$ cat src/rtl/mem_port_ctrl.sv
// rtl/mem_port_ctrl.sv - two-port (fetch/data) arbiter and sequencer onto a single-port memory
module mem_port_ctrl #(
  parameter int ADDR_W = 5,
  parameter int DATA_W = 8
) (
  input  logic              clk,
  input  logic              rst_n,
  input  logic              if_req,
  input  logic [ADDR_W-1:0] if_addr,
  output logic [DATA_W-1:0] if_rdata,
  output logic              if_valid,
  input  logic              dp_req,
  input  logic              dp_we,
  input  logic [ADDR_W-1:0] dp_addr,
  input  logic [DATA_W-1:0] dp_wdata,
  output logic [DATA_W-1:0] dp_rdata,
  output logic              dp_done,
  output logic [ADDR_W-1:0] mem_address,
  output logic              mem_write_enable,
  output logic [DATA_W-1:0] mem_write_data,
  input  logic [DATA_W-1:0] mem_read_data,
  output logic              busy
);

  typedef enum logic [1:0] {IDLE, ACCESS, DONE} state_t;

  state_t              state_q;
  logic                owner_dp_q;
  logic                we_q;
  logic                last_dp_q;
  logic                mwe_q;
  logic                if_valid_q;
  logic                dp_done_q;
  logic [ADDR_W-1:0]   addr_q;
  logic [DATA_W-1:0]   wdata_q;
  logic [DATA_W-1:0]   if_rdata_q;
  logic [DATA_W-1:0]   dp_rdata_q;
  logic                grant_dp;
  logic                grant_if;

  // On a tie the port that did not win last time gets the memory.
  assign grant_dp = dp_req && (!if_req || !last_dp_q);
  assign grant_if = if_req && !grant_dp;

  always_ff @(posedge clk or negedge rst_n) begin
    if (!rst_n) begin
      state_q    <= IDLE;
      owner_dp_q <= 1'b0;
      we_q       <= 1'b0;
      last_dp_q  <= 1'b0;
      mwe_q      <= 1'b0;
      if_valid_q <= 1'b0;
      dp_done_q  <= 1'b0;
      addr_q     <= '0;
      wdata_q    <= '0;
      if_rdata_q <= '0;
      dp_rdata_q <= '0;
    end else begin
      case (state_q)
        IDLE: begin
          if (grant_dp || grant_if) begin
            state_q    <= ACCESS;
            owner_dp_q <= grant_dp;
            last_dp_q  <= grant_dp;
            if (grant_dp) begin
              addr_q  <= dp_addr;
              we_q    <= dp_we;
              wdata_q <= dp_wdata;
              mwe_q   <= dp_we;
            end else begin
              addr_q  <= if_addr;
              we_q    <= 1'b0;
              mwe_q   <= 1'b0;
            end
          end
        end
        ACCESS: begin
          state_q <= DONE;
          mwe_q   <= 1'b0;
          if (owner_dp_q) begin
            dp_done_q <= 1'b1;
            if (!we_q) dp_rdata_q <= mem_read_data;
          end else begin
            if_valid_q <= 1'b1;
            if_rdata_q <= mem_read_data;
          end
        end
        DONE: begin
          state_q    <= IDLE;
          if_valid_q <= 1'b0;
          dp_done_q  <= 1'b0;
        end
        default: state_q <= IDLE;
      endcase
    end
  end

  assign if_rdata         = if_rdata_q;
  assign if_valid         = if_valid_q;
  assign dp_rdata         = dp_rdata_q;
  assign dp_done          = dp_done_q;
  assign mem_address      = addr_q;
  assign mem_write_enable = mwe_q;
  assign mem_write_data   = wdata_q;
  assign busy             = (state_q != IDLE);

endmodule

$ cat config.mk
export PLATFORM = sky130hd
export DESIGN_NAME = mem_port_ctrl
export DESIGN_NICKNAME = d
export VERILOG_FILES = /design/src/rtl/mem_port_ctrl.sv
export SDC_FILE = /design/constraint.sdc
export NUM_CORES = 1
export LEC_CHECK = 0
export ABC_AREA = 1
export CORE_UTILIZATION = 45
export CTS_CLUSTER_SIZE = 10
export DETAILED_ROUTE_END_ITERATION = 12
export DONT_BUFFER_PORTS = 1
export GPL_TIMING_DRIVEN = 0
export PLACE_DENSITY = 0.68
export SYNTH_ARGS = -nofsm -noshare
export SYNTH_HDL_FRONTEND = slang
export SYNTH_SLANG_ARGS = --single-unit
$ cat constraint.sdc
create_clock -name clk -period 1 [get_ports clk]
set_input_delay 0.15 -clock clk [delete_from_list [all_inputs] [get_ports clk]]
set_output_delay 0.15 -clock clk [all_outputs]
set_load 0.01 [all_outputs]
==> results of run 1 <==
[placed cells by master, fill, tap and decap left out, types with 2 or more instances in the layout]
cell type                       synthesis  final
sky130_fd_sc_hd__buf_12                 0      5
sky130_fd_sc_hd__nand2_8                0      3
sky130_fd_sc_hd__dlygate4sd3_1          0     18
sky130_fd_sc_hd__nand3_1               14     14
sky130_fd_sc_hd__nand2_2                4      7
sky130_fd_sc_hd__buf_4                  0      8
sky130_fd_sc_hd__dfrtp_1               36     36
sky130_fd_sc_hd__nand2_4                2      4
sky130_fd_sc_hd__inv_1                 13     10
sky130_fd_sc_hd__clkbuf_4               0      5
sky130_fd_sc_hd__nand2_1               66     58
sky130_fd_sc_hd__o21ai_1                0      2
sky130_fd_sc_hd__clkbuf_16              0      2
sky130_fd_sc_hd__o21ai_2               16     15
sky130_fd_sc_hd__inv_2                  2      3
sky130_fd_sc_hd__nor2_4                 0      2
[registers in the layout (all words and copies together) (netlist names), 2 cells and up]
name            cells
mem_address         5
state_q             2
dp_rdata            8
if_rdata            8
mem_write_data      8
[layout make-up]
cell class / count / area share
clock buffer: 6 / 0.01925
tap: 44 / 0.02567
buffer: 2 / 0.01867
multi-input combinational: 109 / 0.2993
sequential: 36 / 0.4201
clock inverter: 2 / 0.01634
timing repair buffer: 32 / 0.1686
inverter: 15 / 0.03209
[power by group through the flow]
stage / Combinational (uW) / Clock [uW] / Sequential, uW
2_1_floorplan: 1660 / 0 / 2860
3_3_place_gp: 1880 / 0 / 2990
3_5_place_dp: 1980 / 0 / 3020
4_1_cts: 2520 / 1020 / 3000
5_1_grt: 3310 / 1080 / 3120
6_report: 3010 / 995 / 3050
[logic make-up after synthesis]
| family | count (synthesis) | synth area share |
|---|---|---|
| AND/OR/NAND/NOR | 89 | 0.2469 |
| flip-flops | 36 | 0.5868 |
| AO/OA/AOI/OAI | 20 | 0.1117 |
| buffers and inverters | 18 | 0.05460 |
[per-layer routing]
metal	track usage	share of wire	up-vias
met5	0	0	-
met4	0.1039	0.014	0
met3	0.06823	0.056	6
met2	0.3815	0.54	42
met1	0.2144	0.39	590
li1	-	-	593
[repair_timing]
| action | 4_1_cts | 5_1_grt |
|---|---|---|
| pin swaps | 3 | 3 |
| buffers inserted | 8 | 2 |
| cloned | 1 | 2 |
| gates resized for setup | 9 | 18 |
| hold buffers | 18 | 1 |
| hold endpoints to repair | 62 | 2 |
| endpoints found under the setup margin | 35 | 35 |
[stage by stage]
| step | setup WS, ns | setup TNS, ns | cells | power, uW | area [um2] |
|---|---|---|---|---|---|
| after floorplan | -0.04466 | -0.2073 | 163 | 4522 | 1572 |
| after global placement | -0.1595 | -3.237 | 207 | 4868 | 1627 |
| after detailed placement | -0.1739 | -3.954 | 207 | 4997 | 1627 |
| after CTS | -0.1621 | -3.855 | 242 | 6543 | 2007 |
| after global routing | -0.2287 | -5.848 | 246 | 7507 | 2145 |
| final | -0.1465 | -3.197 | 246 | 7048 | 2145 |
[worst max-delay path, stage by stage, from the launching register on]
cell                      delay, ns
sky130_fd_sc_hd__dfrtp_1       0.43
sky130_fd_sc_hd__nor2_4        0.16
sky130_fd_sc_hd__inv_2         0.08
[worst max-delay path by stage]
stage | from | end | slack [ns] | depth (start not counted)
after floorplan | state_q[1] | if_rdata[7] | -0.04 | 7
after global placement | state_q[0] | mem_address[4] | -0.16 | 5
after detailed placement | state_q[0] | mem_address[2] | -0.17 | 5
after CTS | state_q[1] | dp_rdata[6] | -0.16 | 7
after global routing | state_q[1] | busy | -0.23 | 2
final | state_q[1] | busy | -0.15 | 2
==> insert_results.sql, run 1 <==
INSERT INTO impl_metrics (metric_group, metric, value, unit) VALUES
('outcome', 'outcome', 'finished, violations left', ''),
('outcome', 'failed_checks', 'negative setup slack', ''),
('min_path', 'min_from', 'if_addr[1]', ''),
('floorplanning', 'initial_core_utilization', '0.4869', ''),
('timing', 'timing.final.max_slew_violations', '0', ''),
('global_routing', 'grt_pass1_vias', '1221', ''),
('global_routing', 'globalRoute.totalOverflow', '0', ''),
('logic_synthesis', 'synth_enable_flop_cells', '0', ''),
('floorplanning', 'die_h', '60.41', 'um'),
('job', 'maxCapViolCount', '0', ''),
('critical_path', 'critical_path.max_fanout', '3', ''),
('route', 'drt_first_iter_violations', '43', ''),
('critical_path', 'worstReg2RegEnd', 'if_rdata[6]', ''),
('power_and_ir_drop', 'clock_power_share', '0.141', ''),
('logic_synthesis', 'post_synth.cell_area_avg', '9.419', 'um2'),
('logic_synthesis', 'post-synth-top-count-cell', 'sky130_fd_sc_hd__nand2_1', ''),
('critical_path', 'crit_arrival', '1.00', 'ns'),
('clock_network', 'cts-buffers-inserted', '5', ''),
('logic_synthesis', 'yosys_most_used_dff', 'sky130_fd_sc_hd__dfrtp_1', ''),
('power_and_ir_drop', 'power.switching_fraction', '0.4154', ''),
('critical_path', 'worstSetupEndpointType', 'primary output', ''),
('route', 'wl_per_cell', '14.71', 'um'),
('timing', 'timing.final.crit_share', '1.146', ''),
('finish', 'sequential_cell_area', '900.9', 'um2'),
('logic_synthesis', 'synth_cell_types', '14', ''),
('route', 'detailroute.via_count', '1231', ''),
('critical_path', 'r2r_slack', '-0.13', 'ns'),
('logic_synthesis', 'synthesis.nets', '194', ''),
('logic_synthesis', 'ys_top_cells_by_count', '66 x sky130_fd_sc_hd__nand2_1, 36 x sky130_fd_sc_hd__dfrtp_1, 16 x sky130_fd_sc_hd__o21ai_2, 14 x sky130_fd_sc_hd__nand3_1, 13 x sky130_fd_sc_hd__inv_1', ''),
('critical_path', 'crit-reg2reg-launch', 'state_q[1]', ''),
('critical_path', 'required', '0.85', 'ns'),
('timing', 'final-hold-violation-count', '0', ''),
('logic_synthesis', 'syn_inst', '163', ''),
('critical_path', 'worst_setup_path_start_kind', 'flip-flop', ''),
('power_and_ir_drop', 'switching_power', '2928', 'uW'),
('clock_network', 'clk_latency', '0.34', 'ns'),
('clock_network', 'clk_pin_slew_worst_paths', '0.10', 'ns'),
('route', 'routed_wirelength', '3618', 'um'),
('clock_network', 'clock_tree_from_tritoncts', 'built', ''),
('route', 'ant_nets', '0', ''),
('clock_network', 'htree_levels', '2', ''),
('logic_synthesis', 'syn_area', '1535', 'um2'),
('logic_synthesis', 'async_flop_share', '1.000', ''),
('power_and_ir_drop', 'internal_power', '4120', 'uW'),
('floorplanning', 'die_x', '60.41', 'um'),
('finish', 'areaGrowthSynthToFinish', '39.69', '%'),
('clock_network', 'tritoncts_num_sinks', '36', ''),
('timing', 'timing_worst_slew_pin_value', '0.2105', 'ns'),
('timing', 'fin_ws', '-0.1465', 'ns'),
('global_routing', 'grt_pass1_wl', '5457', 'um'),
('logic_synthesis', 'yosysSeqAreaShare', '0.5868', ''),
('floorplanning', 'placement_rows', '20', ''),
('finish', 'share_of_cells_above_drive_strength_1', '0.3020', ''),
('timing', 'fin_skew', '0.01332', 'ns'),
('critical_path', 'worstSetupPathType', 'flip-flop to primary output', ''),
('finish', 'finalNetCount', '232', ''),
('finish', 'final_util', '0.6802', ''),
('power_and_ir_drop', 'share_seq_of_total_power', '0.432', ''),
('logic_synthesis', 'synth_seq_cells', '36', ''),
('power_and_ir_drop', 'pwr-share-comb', '0.427', ''),
('route', 'post_drt_via_cell_ratio', '5.004', ''),
('critical_path', 'reg2reg_depth', '7', ''),
('timing', 'fmax', '872.3', 'MHz'),
('power_and_ir_drop', 'cellLeakagePower', '0.001076', 'uW'),
('place', 'dp.final_hpwl', '2219', 'um'),
('global_routing', 'grt_start_max_net_pins', '37', ''),
('clock_network', 'cts_root_buf', 'sky130_fd_sc_hd__clkbuf_4', ''),
('timing', 'setup_viol_count_final', '34', ''),
('place', 'place_congestion', '0.7525', ''),
('logic_synthesis', 'synth.top_cells.by_area', 'sky130_fd_sc_hd__dfrtp_1 59%, sky130_fd_sc_hd__nand2_1 16%, sky130_fd_sc_hd__o21ai_2 9.1%', ''),
('min_path', 'hold_path_class', 'primary input to flip-flop', '');
(Power assumes the default switching activity.)
==> run 2, diff against run 1 <==
- CTS_CLUSTER_SIZE: 10 -> unset
==> results of run 2 <==
The final DEF is identical to that of run 1; final timing and power are the same.
